**src/rtl/pipe_ctrl.sv**
```systemverilog
// Pipeline hazard controller: load-use interlock, branch flush and memory-wait
// stalling with a timeout error state and a saturating stall counter.
module pipe_ctrl #(
    parameter int unsigned REG_W   = 5,
    parameter int unsigned TIMEOUT = 16
) (
    input  logic             clk,
    input  logic             reset,
    input  logic [REG_W-1:0] ifid_rs1,
    input  logic [REG_W-1:0] ifid_rs2,
    input  logic             ifid_use_rs1,
    input  logic             ifid_use_rs2,
    input  logic [REG_W-1:0] idex_rd,
    input  logic             idex_memread,
    input  logic             ex_branch_taken,
    input  logic             dmem_req,
    input  logic             dmem_ack,
    output logic             pc_stall,
    output logic             ifid_stall,
    output logic             idex_stall,
    output logic             exmem_stall,
    output logic             ifid_flush,
    output logic             idex_flush,
    output logic             memwb_flush,
    output logic             mem_timeout,
    output logic [31:0]      stall_cnt
);

    typedef enum logic [1:0] {StRun, StWait, StErr} state_e;

    localparam logic [7:0] TimeoutLast = 8'(TIMEOUT - 1);

    state_e      state_q, state_d;
    logic [7:0]  wait_cnt_q, wait_cnt_d;
    logic [31:0] stall_cnt_q;
    logic        mem_timeout_q;
    logic        mem_stall;
    logic        load_use;

    always_comb begin
        mem_stall = (state_q != StErr) && dmem_req && !dmem_ack;
        load_use  = idex_memread && (idex_rd != '0) &&
                    ((ifid_use_rs1 && (ifid_rs1 == idex_rd)) ||
                     (ifid_use_rs2 && (ifid_rs2 == idex_rd)));
    end

    // Priority: ERR / memory wait, then taken branch, then load-use bubble.
    always_comb begin
        pc_stall    = 1'b0;
        ifid_stall  = 1'b0;
        idex_stall  = 1'b0;
        exmem_stall = 1'b0;
        ifid_flush  = 1'b0;
        idex_flush  = 1'b0;
        memwb_flush = 1'b0;
        if (!reset) begin
            if ((state_q == StErr) || mem_stall) begin
                pc_stall    = 1'b1;
                ifid_stall  = 1'b1;
                idex_stall  = 1'b1;
                exmem_stall = 1'b1;
                memwb_flush = 1'b1;
            end else if (ex_branch_taken) begin
                ifid_flush = 1'b1;
                idex_flush = 1'b1;
            end else if (load_use) begin
                pc_stall   = 1'b1;
                ifid_stall = 1'b1;
                idex_flush = 1'b1;
            end
        end
    end

    always_comb begin
        state_d    = state_q;
        wait_cnt_d = wait_cnt_q;
        unique case (state_q)
            StRun, StWait: begin
                if (mem_stall) begin
                    if (wait_cnt_q == TimeoutLast) begin
                        state_d    = StErr;
                        wait_cnt_d = '0;
                    end else begin
                        state_d    = StWait;
                        wait_cnt_d = wait_cnt_q + 8'd1;
                    end
                end else begin
                    state_d    = StRun;
                    wait_cnt_d = '0;
                end
            end
            StErr: begin
                state_d    = StErr;
                wait_cnt_d = '0;
            end
            default: begin
                state_d    = StRun;
                wait_cnt_d = '0;
            end
        endcase
    end

    always_ff @(posedge clk) begin
        if (reset) begin
            state_q       <= StRun;
            wait_cnt_q    <= '0;
            stall_cnt_q   <= '0;
            mem_timeout_q <= 1'b0;
        end else begin
            state_q       <= state_d;
            wait_cnt_q    <= wait_cnt_d;
            mem_timeout_q <= mem_timeout_q || (state_d == StErr);
            if (pc_stall && (stall_cnt_q != 32'hFFFF_FFFF)) begin
                stall_cnt_q <= stall_cnt_q + 32'd1;
            end
        end
    end

    assign mem_timeout = mem_timeout_q;
    assign stall_cnt   = stall_cnt_q;

endmodule

```
**config.mk**
```make
export PLATFORM = sky130hd
export DESIGN_NAME = pipe_ctrl
export DESIGN_NICKNAME = d
export VERILOG_FILES = /design/src/rtl/pipe_ctrl.sv
export SDC_FILE = /design/constraint.sdc
export NUM_CORES = 1
export LEC_CHECK = 0
export CORE_AREA = 3 3 73 75
export DETAILED_ROUTE_END_ITERATION = 10
export DIE_AREA = 0 0 76 78
export GPL_TIMING_DRIVEN = 0
export PLACE_DENSITY = 0.88
export RECOVER_POWER = 100
export SETUP_SLACK_MARGIN = 0.05
export SYNTH_ARGS = -nofsm -noshare
export SYNTH_HDL_FRONTEND = slang
export SYNTH_SLANG_ARGS = --single-unit
```
**constraint.sdc**
```tcl
create_clock -name clk -period 3.6 [get_ports clk]
set_input_delay 0.54 -clock clk [delete_from_list [all_inputs] [get_ports clk]]
set_output_delay 0.54 -clock clk [all_outputs]
set_load 0.005 [all_outputs]
```
==> results of run 1 <==
per-layer routing:
| layer | vias up | global-route usage, % | share of wire, % |
|---|---|---|---|
| li1 | 1154 | - | - |
| met3 | 8 | 4.52 | 5.4 |
| met5 | - | 0 | 0 |
| met2 | 67 | 39.0 | 52 |
| met1 | 1088 | 24.7 | 42 |
| met4 | 0 | 5.80 | 1.2 |
cell usage in the layout, fill, tap and decap left out, drive strengths merged, types with 7 or more instances in the layout:
cell type      netlist  final
o21ai                7      7
nand2               18     18
xnor2               13     13
dfxtp               43     43
o31ai               14     14
or4                 13     13
nand3               17     17
clkbuf               8     20
nor2                18     18
clkdlybuf4s50        0     23
dlygate4sd3          0     38
a21oi               25     25
inv                 11     11
nand4               11     11
cells by family (layout without fill, tap and decap cells):
group | after synthesis | in the layout | synth area share, %
AO/OA/AOI/OAI | 65 | 65 | 18.8
XOR/XNOR | 18 | 18 | 6.64
adder cells (fa/ha/maj) | 2 | 2 | 1.05
buffers and inverters | 29 | 98 | 7.01
flip-flops | 43 | 43 | 36.2
multiplexers | 2 | 2 | 1.05
AND/OR/NAND/NOR | 116 | 116 | 29.2
how the worst max path moves through the flow:
stage               slack, ns        to
detailed placement       0.32  pc_stall
CTS                      0.31  pc_stall
global placement         0.31  pc_stall
finish                   0.21  pc_stall
global route             0.13  pc_stall
floorplan                1.31  pc_stall
power by group through the flow:
stage / Sequential (mW) / Clock (mW) / Combinational [mW]
2_1_floorplan: 0.489 / 0 / 0.0424
3_3_place_gp: 0.489 / 0 / 0.0829
3_5_place_dp: 0.489 / 0 / 0.0856
4_1_cts: 0.477 / 0.331 / 0.0859
5_1_grt: 0.478 / 0.352 / 0.0859
6_report: 0.477 / 0.327 / 0.0790
flip-flops by register name, summed over array words and instances, names as in the netlist:
name         count
mem_timeout      1
stall_cnt       32
state_q          2
wait_cnt_q       8
final cells by class:
| cell class | instances | area (um^2) | share of cell area [%] |
|---|---|---|---|
| Multi-Input combinational cell | 203 | 1320 | 42.4 |
| Sequential cell | 43 | 861 | 27.7 |
| Timing Repair Buffer | 61 | 611 | 19.6 |
| Buffer | 18 | 95.1 | 3.06 |
| Tap cell | 67 | 83.8 | 2.70 |
| Clock buffer | 6 | 82.6 | 2.66 |
| Inverter | 11 | 41.3 | 1.33 |
| Clock inverter | 2 | 16.3 | 0.523 |
metrics by stage:
| step | instances | setup slack, ns | hold WS (ns) |
|---|---|---|---|
| after global placement | 403 | 0.311 | 0.432 |
| after floorplan | 275 | 1.31 | 0.418 |
| after global routing | 411 | 0.130 | 0.483 |
| after detailed placement | 403 | 0.317 | 0.441 |
| final | 411 | 0.205 | 0.462 |
| after CTS | 411 | 0.310 | 0.461 |
==> impl_metrics.ini, run 1 <==
[status]
status = finished, final reports clean

[synth]
sequential_share_of_the_synthesized_area_pct = 36.2
ys_top_cells_by_area = sky130_fd_sc_hd__dfxtp_1, sky130_fd_sc_hd__a21oi_1, sky130_fd_sc_hd__xnor2_1, sky130_fd_sc_hd__o31ai_1, sky130_fd_sc_hd__or4_1
synthesis.yosys.warnings = 0
ys_async_rst_share_pct = 0
syn_nets = 300
synth_commonest_cells = sky130_fd_sc_hd__dfxtp_1, sky130_fd_sc_hd__a21oi_1, sky130_fd_sc_hd__nand2_1, sky130_fd_sc_hd__nor2_1, sky130_fd_sc_hd__nand3_1
netlist-cell-type-count = 47
count_leader_synth = sky130_fd_sc_hd__dfxtp_1
netlist_instances = 275
dominantRegCellSynth = sky130_fd_sc_hd__dfxtp_1
postSynthRegisterBits = 43
synthesis.area_per_instance_um2 = 8.64
synth_enable_flop_cells = 0
yosysTopAreaCell = sky130_fd_sc_hd__dfxtp_1
synth_top_area_share_pct = 36.2
synthesis.area_mm2 = 0.00237

[setup_path]
timing_worst_setup_path_type = input pin to primary output
startpoint = idex_rd[1]
crit_chain = dlygate4sd3_1 -> or4_1 -> o21a_1 -> a31o_4 -> nand2_1 -> inv_1 -> buf_4 -> clkdlybuf4s50_1
worstPathMaxFanout = 5
worst_setup_path_start_kind = input pin
r2r_setup_slack_ns = 0.74
crit_cells = 8
timing.critical_path.max_delay_family = buffers and inverters
reg2reg_from = stall_cnt[15]
cp.required_ns = 3.06
cp_num_buf_inv = 4
worst_r2r_endpoint = stall_cnt[6]
largest_stage_delay_on_the_critical_path_ns = 0.59
worst-endpoint-arrival_ns = 2.85
timing.critical_path.slowest_stage_cell = sky130_fd_sc_hd__dlygate4sd3_1
worstSetupEndpointType = primary output
r2r_cells = 8

[clock_tree]
tritoncts_clock_tree = yes
cts.repair.resized = 0
clock_tree.buffer_depth = 2
cts_buffers = 5
clk-insertion-delay-late_ns = 0.30
deepest_level_of_the_cts_h_tree = 2
clock_sink_count = 43
clk_pin_slew_ns = 0.08
cts-root-buf = sky130_fd_sc_hd__clkbuf_8
postCtsSetupBuffers = 0
ctsHoldBuffers = 0

[detailed_routing]
via_per_inst = 5.64
final_wirelength_mm = 6.22
detail_route.wl_per_cell_um = 15.1
detailedRoute.firstPassIterationCount = 4
drtAntennaViolNets = 0
via_count = 2317
remaining_drc_errors = 0
drt-initial-drc-count = 201

[timing]
report.final.slew_viol_count = 0
fin_setup_tns_ns = 0
final-hold-violation-count = 0
worst_pin_slew_ns = 0.577
min_period_ns = 3.39
grt_setup_unrepaired = false
fin_crit_sh_pct = 94.3
slew_headroom_pct = 61.5
final.setup_skew_ns = 0.00590
fmaxAchievable_ghz = 0.295
setup-violations-final = 0

[cells_and_area]
area_delta_synth_final_pct = 30.9
fill_cells = 404
finalInstanceArea_mm2 = 0.00311
drive_above_1_share_pct = 7.56
final_design_utilization_pct = 65.8
net_count_of_the_finished_layout = 368
antenna-diode-count = 0

[die]
floorplan.core_area_mm2 = 0.00472
design.portCount = 63
starting_density_of_the_core_pct = 50.3
core.rowCount = 25
die-width_um = 76
die_area_mm2 = 0.00593
chip_height_um = 78

[power_and_ir_drop]
pwr-share-comb_pct = 8.9
leakage_dissipation_nw = 1.14
switching_share_pct = 23.5
powerDensity_mw_per_mm2 = 284
peakVddDrop_v = 0.000202
sequentialPowerShare_pct = 54.1
internal-power_mw = 0.675
netSwitchingPower_mw = 0.208
power_frac_clock_pct = 37.0
p_total_mw = 0.883

[hold_path]
worstHoldPathCells = 1
timing.hold.worst.start = wait_cnt_q[0]
min_path_type = register to register
hold-path-endpoint = wait_cnt_q[0]

[job]
maxCapViolations = 0

[global_route]
via_count_of_the_first_global_routing_pass = 2200
grt_start_max_net_pins = 15
antenna_violations_before_repair = 0
grt_overflow = 0
grt_first_pass_wirelength_mm = 10.2
global_route.usage.total_pct = 21.2

[placed_design]
port_buffers = 61
dp.final_hpwl_mm = 4.77
final_weighted_congestion_in_routability_driven_placement = 0.867
placement.cell_area_mm2 = 0.00307
Note: power is estimated with default switching activity, not from simulation.
==> inputs of run 2 (changes only) <==
- PLACE_DENSITY: 0.88 -> 0.92
==> impl_metrics.ini, run 2 (synthesis gave the netlist of run 1 again) <==
[setup_path]
timing.critical_path.slowest_stage_cell = sky130_fd_sc_hd__dlygate4sd3_1
startpoint = idex_rd[1]
largest_stage_delay_on_the_critical_path_ns = 0.60
reg2reg_from = stall_cnt[15]
cp_num_buf_inv = 4
crit_cells = 8
timing_worst_setup_path_type = input pin to primary output
worstPathMaxFanout = 5
crit_chain = dlygate4sd3_1 -> or4_1 -> o21a_1 -> a31o_2 -> nand2_1 -> inv_1 -> buf_4 -> clkdlybuf4s50_1
cp.required_ns = 3.06
worstSetupEndpointType = primary output
worst_setup_path_start_kind = input pin
worst-endpoint-arrival_ns = 2.86
r2r_cells = 8
timing.critical_path.max_delay_family = buffers and inverters

[placed_design]
port_buffers = 61
dp.final_hpwl_mm = 4.75
final_weighted_congestion_in_routability_driven_placement = 0.895
placement.cell_area_mm2 = 0.00307

[detailed_routing]
via_count = 2338
drtAntennaViolNets = 0
drt-initial-drc-count = 248
detail_route.wl_per_cell_um = 15.4
final_wirelength_mm = 6.31
remaining_drc_errors = 0
via_per_inst = 5.69
detailedRoute.firstPassIterationCount = 4

[die]
die-width_um = 76
core.rowCount = 25
floorplan.core_area_mm2 = 0.00472
die_area_mm2 = 0.00593
chip_height_um = 78
starting_density_of_the_core_pct = 50.3
design.portCount = 63

[timing]
final-hold-violation-count = 0
min_period_ns = 3.40
report.final.slew_viol_count = 0
fin_crit_sh_pct = 94.4
fmaxAchievable_ghz = 0.294
slew_headroom_pct = 65.1
worst_pin_slew_ns = 0.519
setup-violations-final = 0
grt_setup_unrepaired = false
final.setup_skew_ns = 0.00587
fin_setup_tns_ns = 0

[hold_path]
worstHoldPathCells = 1
min_path_type = register to register
timing.hold.worst.start = wait_cnt_q[0]

[global_route]
grt_first_pass_wirelength_mm = 10.8
via_count_of_the_first_global_routing_pass = 2282
grt_overflow = 0
antenna_violations_before_repair = 0
global_route.usage.total_pct = 21.8
grt_start_max_net_pins = 14

[clock_tree]
clock_sink_count = 43
deepest_level_of_the_cts_h_tree = 2
clock_tree.buffer_depth = 2
ctsHoldBuffers = 0
postCtsSetupBuffers = 0
tritoncts_clock_tree = yes
cts.repair.resized = 0
cts_buffers = 5
cts-root-buf = sky130_fd_sc_hd__clkbuf_8
clk-insertion-delay-late_ns = 0.30
clk_pin_slew_ns = 0.08

[cells_and_area]
final_cell_mix = sky130_fd_sc_hd__dfxtp_1, sky130_fd_sc_hd__dlygate4sd3_1, sky130_fd_sc_hd__a21oi_1
finalInstanceArea_mm2 = 0.00315
fill_cells = 376
drive_above_1_share_pct = 8.43
antenna-diode-count = 0
largest_register_ff_count = 32
area_delta_synth_final_pct = 32.7
mostFrequentLayoutCell = sky130_fd_sc_hd__dfxtp_1
net_count_of_the_finished_layout = 368

[status]
status = finished, final reports clean

[power_and_ir_drop]
powerDensity_mw_per_mm2 = 301
peakVddDrop_v = 0.000245
leakage_dissipation_nw = 1.17
p_total_mw = 0.948

[job]
maxCapViolations = 0
[run 2: changes by cell type in the layout (fill, tap and decap cells not counted), moves of 2 or more]
cell and change:
sky130_fd_sc_hd__buf_4 +2, sky130_fd_sc_hd__buf_6 +2, sky130_fd_sc_hd__clkbuf_1 -2, sky130_fd_sc_hd__clkbuf_4 -2, sky130_fd_sc_hd__clkdlybuf4s50_1 -2, sky130_fd_sc_hd__dlygate4sd3_1 +2, sky130_fd_sc_hd__o21ai_0 +2, sky130_fd_sc_hd__o21ai_1 -2
[run 2: worst paths after layout]
| check | to | slack, ns |
|---|---|---|
| hold / removal | wait_cnt_q[0] | 0.45 |
| setup reg to reg | stall_cnt[1] | 0.82 |
| setup / recovery | pc_stall | 0.20 |
| hold reg to reg | wait_cnt_q[0] | 0.45 |
[run 2: per-layer routing]
metal / track usage (%) / up-vias / part of all wire [%]
met3: 3.48 / 9 / 5.7
li1: - / 1153 / -
met2: 38.7 / 81 / 52
met5: 0 / - / 0
met4: 5.43 / 0 / 1.0
met1: 27.7 / 1095 / 42
[run 2: worst reg2reg max path, cell delays in order (launching register included)]
cell and delay, ns:
sky130_fd_sc_hd__dfxtp_1 0.49, sky130_fd_sc_hd__nand4_2 0.16, sky130_fd_sc_hd__nor4_2 0.55, sky130_fd_sc_hd__nand4_2 0.25
sky130_fd_sc_hd__nand3_1 0.28, sky130_fd_sc_hd__clkbuf_1 0.46, sky130_fd_sc_hd__buf_6 0.23, sky130_fd_sc_hd__mux2i_1 0.20
sky130_fd_sc_hd__nor2_1 0.05
[run 2: cell type report]
class | count | area (um^2) | share of cell area, %
Buffer | 18 | 110 | 3.49
Clock buffer | 6 | 82.6 | 2.62
Multi-Input combinational cell | 203 | 1330 | 42.1
Clock inverter | 2 | 35.0 | 1.11
Inverter | 11 | 41.3 | 1.31
Timing Repair Buffer | 61 | 611 | 19.4
Tap cell | 67 | 83.8 | 2.66
Sequential cell | 43 | 861 | 27.3
[run 2: power by group]
| group | switching (mW) | internal (mW) |
|---|---|---|
| sequential | 0.000892 | 0.477 |
| combinational | 0.0376 | 0.0428 |
| clock | 0.166 | 0.225 |
| total | 0.204 | 0.744 |
[run 2: per-stage QoR]
stage | instances | hold slack, ns | util, % | worst slack, ns
2_1_floorplan | 275 | 0.418 | - | 1.31
3_3_place_gp | 403 | 0.431 | 65.0 | 0.333
3_5_place_dp | 403 | 0.444 | 65.0 | 0.317
4_1_cts | 411 | 0.458 | 67.5 | 0.310
5_1_grt | 411 | 0.474 | 66.7 | 0.146
6_report | 411 | 0.454 | 66.7 | 0.200
==> inputs of run 3 (changes only) <==
- SLEW_MARGIN: default -> 10
==> results of run 3 <==
The final DEF is identical to that of run 2; final timing and power are the same.
